===== src/rtl/serdes_pkg.sv =====
// Shared types and constants for the serial word alignment path.
package serdes_pkg;

    // Alignment state: searching, confirming frame spacing, or aligned.
    typedef enum logic [1:0] {
        ST_HUNT   = 2'd0,
        ST_VERIFY = 2'd1,
        ST_LOCKED = 2'd2
    } align_state_t;

    // Default frame alignment pattern.
    localparam logic [7:0] DEFAULT_SYNC_WORD = 8'h7C;

    // Larger of two counts, used to size the shared hit/miss counters.
    function automatic int unsigned max_of(input int unsigned a, input int unsigned b);
        if (a > b) begin
            return a;
        end else begin
            return b;
        end
    endfunction

endpackage


===== src/rtl/sync_detector.sv =====
// Serial-to-parallel shift window with a registered sync pattern compare.
// The oldest bit of the window sits in bit 0, so a word sent LSB first
// appears in natural bit order once its last bit has been shifted in.
module sync_detector
    import serdes_pkg::*;
#(
    parameter int unsigned       WIDTH     = 8,
    parameter logic [WIDTH-1:0]  SYNC_WORD = WIDTH'(DEFAULT_SYNC_WORD)
) (
    input  logic             clk,
    input  logic             rst_n,
    input  logic             serial_bit,
    output logic [WIDTH-1:0] window,
    output logic             match
);

    logic [WIDTH-1:0] window_r;
    logic [WIDTH-1:0] window_next_s;
    logic             match_r;

    // Next window value: newest bit enters at the MSB.
    always_comb begin
        window_next_s = {serial_bit, window_r[WIDTH-1:1]};
    end

    // Shift the window and register whether its new contents equal the pattern.
    always_ff @(posedge clk or negedge rst_n) begin
        if (!rst_n) begin
            window_r <= '0;
            match_r  <= 1'b0;
        end else begin
            window_r <= window_next_s;
            match_r  <= (window_next_s == SYNC_WORD);
        end
    end

    assign window = window_r;
    assign match  = match_r;

endmodule


===== src/rtl/serial_word_aligner.sv =====
// Frame aligner: hunts for the sync pattern, confirms it recurs with the
// frame period, then emits the data words of each frame as parallel words.
// A word boundary is acted on one clock after its last bit is sampled.
module serial_word_aligner
    import serdes_pkg::*;
#(
    parameter int unsigned      WIDTH      = 8,
    parameter logic [WIDTH-1:0] SYNC_WORD  = WIDTH'(DEFAULT_SYNC_WORD),
    parameter int unsigned      FRAME_LEN  = 16,
    parameter int unsigned      LOCK_COUNT = 3,
    parameter int unsigned      MISS_LIMIT = 2
) (
    input  logic             CLK,
    input  logic             RESET,
    input  logic             SERIAL_IN,
    output logic [WIDTH-1:0] PAR_OUT,
    output logic             PAR_VALID,
    output logic             LOCKED,
    output logic             SYNC_ERR
);

    localparam int unsigned BIT_W  = $clog2(WIDTH);
    localparam int unsigned WORD_W = $clog2(FRAME_LEN);
    localparam int unsigned CNT_W  = $clog2(max_of(LOCK_COUNT, MISS_LIMIT) + 1);

    logic [WIDTH-1:0]  window_s;
    logic              match_s;

    align_state_t      state_r;
    logic [BIT_W-1:0]  bit_cnt_r;
    logic [WORD_W-1:0] word_cnt_r;
    logic [CNT_W-1:0]  hit_cnt_r;
    logic [CNT_W-1:0]  miss_cnt_r;
    logic [WIDTH-1:0]  par_out_r;
    logic              par_valid_r;
    logic              locked_r;
    logic              sync_err_r;

    logic              boundary_s;
    logic              sync_slot_s;
    logic [BIT_W-1:0]  bit_cnt_next_s;
    logic [WORD_W-1:0] word_cnt_next_s;
    logic [CNT_W-1:0]  hit_inc_s;
    logic [CNT_W-1:0]  miss_inc_s;

    sync_detector #(
        .WIDTH     (WIDTH),
        .SYNC_WORD (SYNC_WORD)
    ) u_sync_detector (
        .clk        (CLK),
        .rst_n      (RESET),
        .serial_bit (SERIAL_IN),
        .window     (window_s),
        .match      (match_s)
    );

    // Boundary detection and next counter values; word_cnt names the slot in the window.
    always_comb begin
        boundary_s      = 1'b0;
        bit_cnt_next_s  = '0;
        word_cnt_next_s = '0;
        if (bit_cnt_r == BIT_W'(WIDTH - 1)) begin
            boundary_s     = 1'b1;
            bit_cnt_next_s = '0;
        end else begin
            boundary_s     = 1'b0;
            bit_cnt_next_s = bit_cnt_r + BIT_W'(1);
        end
        if (word_cnt_r == WORD_W'(FRAME_LEN - 1)) begin
            word_cnt_next_s = '0;
        end else begin
            word_cnt_next_s = word_cnt_r + WORD_W'(1);
        end
        sync_slot_s = (word_cnt_r == '0);
        hit_inc_s   = hit_cnt_r + CNT_W'(1);
        miss_inc_s  = miss_cnt_r + CNT_W'(1);
    end

    // Alignment FSM with its counters and registered outputs.
    always_ff @(posedge CLK or negedge RESET) begin
        if (!RESET) begin
            state_r     <= ST_HUNT;
            bit_cnt_r   <= '0;
            word_cnt_r  <= '0;
            hit_cnt_r   <= '0;
            miss_cnt_r  <= '0;
            par_out_r   <= '0;
            par_valid_r <= 1'b0;
            locked_r    <= 1'b0;
            sync_err_r  <= 1'b0;
        end else begin
            par_valid_r <= 1'b0;
            sync_err_r  <= 1'b0;
            case (state_r)
                ST_HUNT: begin
                    bit_cnt_r  <= '0;
                    miss_cnt_r <= '0;
                    if (match_s) begin
                        // The window holds slot 0; the next word is slot 1.
                        state_r    <= ST_VERIFY;
                        word_cnt_r <= WORD_W'(1);
                        hit_cnt_r  <= CNT_W'(1);
                    end else begin
                        word_cnt_r <= '0;
                        hit_cnt_r  <= '0;
                    end
                end
                ST_VERIFY: begin
                    bit_cnt_r <= bit_cnt_next_s;
                    if (boundary_s) begin
                        word_cnt_r <= word_cnt_next_s;
                        if (sync_slot_s) begin
                            if (match_s) begin
                                hit_cnt_r <= hit_inc_s;
                                if (hit_inc_s == CNT_W'(LOCK_COUNT)) begin
                                    state_r    <= ST_LOCKED;
                                    locked_r   <= 1'b1;
                                    miss_cnt_r <= '0;
                                end else begin
                                    state_r <= ST_VERIFY;
                                end
                            end else begin
                                state_r    <= ST_HUNT;
                                bit_cnt_r  <= '0;
                                word_cnt_r <= '0;
                                hit_cnt_r  <= '0;
                            end
                        end else begin
                            state_r <= ST_VERIFY;
                        end
                    end else begin
                        state_r <= ST_VERIFY;
                    end
                end
                ST_LOCKED: begin
                    bit_cnt_r <= bit_cnt_next_s;
                    if (boundary_s) begin
                        word_cnt_r <= word_cnt_next_s;
                        if (!sync_slot_s) begin
                            par_out_r   <= window_s;
                            par_valid_r <= 1'b1;
                        end else if (match_s) begin
                            miss_cnt_r <= '0;
                        end else begin
                            sync_err_r <= 1'b1;
                            if (miss_inc_s == CNT_W'(MISS_LIMIT)) begin
                                // Lock lost: restart the search from scratch.
                                state_r    <= ST_HUNT;
                                locked_r   <= 1'b0;
                                bit_cnt_r  <= '0;
                                word_cnt_r <= '0;
                                hit_cnt_r  <= '0;
                                miss_cnt_r <= '0;
                            end else begin
                                miss_cnt_r <= miss_inc_s;
                            end
                        end
                    end else begin
                        state_r <= ST_LOCKED;
                    end
                end
                default: begin
                    state_r    <= ST_HUNT;
                    locked_r   <= 1'b0;
                    bit_cnt_r  <= '0;
                    word_cnt_r <= '0;
                    hit_cnt_r  <= '0;
                    miss_cnt_r <= '0;
                end
            endcase
        end
    end

    assign PAR_OUT   = par_out_r;
    assign PAR_VALID = par_valid_r;
    assign LOCKED    = locked_r;
    assign SYNC_ERR  = sync_err_r;

endmodule


===== config.mk =====
export PLATFORM = sky130hd
export DESIGN_NAME = serial_word_aligner
export DESIGN_NICKNAME = d
export VERILOG_FILES = /design/src/rtl/serdes_pkg.sv /design/src/rtl/sync_detector.sv /design/src/rtl/serial_word_aligner.sv
export SDC_FILE = /design/constraint.sdc
export NUM_CORES = 1
export LEC_CHECK = 0
export ABC_AREA = 1
export BUFFER_PORTS_ARGS = -buffer_cell sky130_fd_sc_hd__buf_2
export CAP_MARGIN = 20
export CORE_MARGIN = 2
export CORE_UTILIZATION = 45
export DETAILED_ROUTE_END_ITERATION = 10
export MAX_ROUTING_LAYER = met4
export PLACE_DENSITY = 0.68
export SYNTH_ARGS = -nofsm -noshare
export SYNTH_HDL_FRONTEND = slang
export SYNTH_SLANG_ARGS = --single-unit

===== constraint.sdc =====
create_clock -name CLK -period 3.43 [get_ports CLK]
set_input_delay 0.343 -clock CLK [delete_from_list [all_inputs] [get_ports CLK]]
set_output_delay 0.343 -clock CLK [all_outputs]
set_load 0.01 [all_outputs]

==> results.py <==
metrics = {
    "run_status": {
        "status": "complete, no violations",
    },
    "detailed_routing": {
        "via_per_inst": 4.817,
        "first_pass_iters": 4,
        "drt_wl_total_mm": 2.713,
        "drc": 0,
        "ant_nets": 0,
        "wl_per_cell_um": 11.54,
        "vias": 1132,
        "drt-initial-drc-count": 109,
    },
    "worst_setup_path": {
        "crit_chain": "inv_1 > ha_1 > nand2_1 > inv_2 > nand2_2 > nand3_1 > nand2_1 > o21ai_1",
        "crit_required_ns": 3.69,
        "slowest_stage": "dfrtp_1",
        "path_delay_family": "simple AND/OR/NAND/NOR gates",
        "worst_setup_path_start_kind": "flop",
        "crit_top_cell": "nand2_1",
        "arrival_ns": 1.95,
        "critPathMaxFanout": 14,
        "cpPeakStageDelay_ns": 0.44,
        "path_buf_inv": 2,
        "crit_type": "flop to flop",
        "cp-end-kind": "flop",
    },
    "timing": {
        "slew_headroom": 0.5307,
        "setup_tns_ns": 0,
        "final.setup_skew_ns": 0.01084,
        "setup-violations-final": 0,
        "finalCritPeriodShare": 0.4917,
        "max_freq_mhz": 592.9,
        "hold_violations": 0,
        "worstMarginPinSlew_ns": 0.7040,
        "rsz0062_at_grt": "no",
        "finalCriticalPeriod_ns": 1.686,
        "slew_violations": 0,
    },
    "power": {
        "p_sw_uw": 328.1,
        "pwr-share-seq": 0.439,
        "leakage_uw": 0.0009366,
        "intPower_uw": 692.6,
        "clockPowerShare": 0.291,
        "swShare": 0.3214,
        "power_frac_comb": 0.270,
        "peakVddDrop_mv": 0.2326,
        "cellPowerDensity_nw_per_um2": 577.3,
    },
    "floorplan": {
        "io-pin-count": 14,
        "floorplan.rows": 21,
        "start_util": 0.4695,
        "die_w_um": 63.24,
        "dieArea_um2": 3999,
        "coreArea_um2": 3363,
        "die_h_um": 63.24,
    },
    "synthesis": {
        "yosysWarnings": 0,
        "ys_top_cells_by_area": "dfrtp_1 (52%), nand2_1 (12%), ha_1 (7.1%)",
        "syn_area_um2": 1579,
        "synth_commonest_cells": "nand2_1 (49), dfrtp_1 (33), inv_1 (17)",
        "synth_cell_types": 28,
        "synth_most_common_cell": "nand2_1",
        "synth_top_area_frac": 0.5230,
        "synth.avg_cell_area_um2": 9.288,
        "synth_edf_count": 0,
        "async_flop_share": 1.000,
        "syn-num-nets": 182,
        "synth-seq-cells": 33,
        "syn_inst": 170,
        "synth_top_area_cell": "dfrtp_1",
        "synth_seq_area_share": 0.5230,
        "synth_ff_type": "dfrtp_1",
    },
    "clocking": {
        "cts_buffers": 5,
        "htree_levels": 2,
        "cts.sinks": 33,
        "clk_path_buf_depth": 2,
        "clock_latency_ns": 0.33,
        "cts_tree": "yes",
        "post-cts-setup-buffer-count": 0,
        "cts-root-buf": "clkbuf_4",
        "cts_resized": 0,
        "clk_pin_slew_worst_paths_ns": 0.10,
        "hold_buffers": 0,
    },
    "min_path": {
        "min_path_type": "input port to async pin",
    },
    "global_routing": {
        "use_met1": 0.1850,
        "antenna_found_initial": 0,
        "first_global_vias": 1121,
        "grtUsageMet3": 0.05179,
        "grt_usage": 0.1614,
        "grt_first_pass_wirelength_mm": 4.892,
        "grt_overflow": 0,
        "top_usage_layer": "met2",
        "met2_usage": 0.2646,
        "grt_max_degree": 34,
    },
    "cells_and_area": {
        "synthToLayoutAreaGrowth_pct": 11.97,
        "drive_above_1_share": 0.2116,
        "stdcell_count": 235,
        "final_cell_area_um2": 1768,
        "fill_cells": 348,
        "diodes": 0,
        "fin_nets": 200,
    },
    "place": {
        "port_buffers": 13,
        "dp.final_hpwl_mm": 2.000,
        "dp_cells": 227,
        "place_area_um2": 1683,
        "gp_congestion": 0.8745,
    },
    "flow_run": {
        "cap_viol_max_count": 0,
    },
}
path summary, 6_finish.rpt:
path	from	endpoint	slack [ns]	depth (start not counted)
max in group asynchronous	RESET	u_sync_detector.window[7]	2.92	1
max	state_r[0]	state_r[1]	1.74	8
max reg2reg	state_r[0]	state_r[1]	1.74	8
min	RESET	hit_cnt_r[0]	0.05	1
min reg2reg	u_sync_detector.window[5]	u_sync_detector.window[4]	0.38	0
min in group CLK	SERIAL_IN	u_sync_detector.window[7]	0.14	1
cell usage in the layout, fill, tap and decap left out, types with 2 or more instances in the layout:
cell / n
nand2_4: 2
a21oi_1: 6
inv_1: 17
nor2_1: 9
nand4_1: 2
clkbuf_4: 5
o21ai_0: 2
o21ai_1: 6
inv_2: 6
nor3_1: 2
buf_2: 13
o21ai_2: 3
nand2_1: 49
ha_1: 9
nand3_1: 8
nor2_8: 2
dfrtp_1: 33
nand2_2: 2
final cells by class:
class | count | area, um^2 | area share
Clock buffer | 7 | 55.05 | 0.03114
Multi-Input combinational cell | 112 | 648.1 | 0.3666
Timing Repair Buffer | 13 | 65.06 | 0.03680
Clock inverter | 1 | 30.03 | 0.01699
Sequential cell | 33 | 825.8 | 0.4671
Inverter | 23 | 86.33 | 0.04883
Tap cell | 46 | 57.56 | 0.03255
routing by layer:
metal  share of wire  up-vias
met1            0.45      537
met3           0.048        6
met5               0        -
met4           0.015        0
met2            0.49       18
li1                -      571
stage by stage:
step	hold WS [ns]	power [uW]	util	worst slack (ns)
after floorplan	0.04741	672.7	-	1.963
after global placement	0.3601	728.3	0.5004	1.823
after detailed placement	0.3652	732.4	0.5004	1.758
after CTS	0.06044	1032	0.5257	1.747
after global routing	0.09445	1080	0.5257	1.571
final	0.04995	1021	0.5257	1.744
power by group through the flow:
stage | sequential [uW] | combinational [uW] | clock (uW)
global placement | 455 | 274 | 0
CTS | 448 | 278 | 306
global route | 451 | 307 | 322
finish | 448 | 276 | 297
floorplan | 453 | 220 | 0
detailed placement | 456 | 277 | 0
logic make-up (layout without fill, tap and decap cells):
family / after synthesis / count (layout) / share of synthesized area
AOI/OAI and AO/OA: 22 / 22 / 0.08480
adders and majority gates: 9 / 9 / 0.07132
buffers and inverters: 25 / 44 / 0.06656
DFF: 33 / 33 / 0.5230
and+or+nand+nor: 81 / 81 / 0.2544
worst reg2reg max path, stage by stage (launching register included):
cell and delay, ns:
dfrtp_1 0.44, inv_1 0.10, ha_1 0.35, nand2_1 0.17, inv_2 0.08, nand2_2 0.18
nand3_1 0.17, nand2_1 0.06, o21ai_1 0.07
flip-flops by register name, indices dropped and copies added (netlist names):
name,count
miss_cnt_r,2
state_r,2
word_cnt_r,4
SYNC_ERR,1
u_sync_detector.match,1
PAR_OUT,8
LOCKED,1
hit_cnt_r,2
bit_cnt_r,3
u_sync_detector.window,8
PAR_VALID,1
Power figures use the tool's default switching activity.
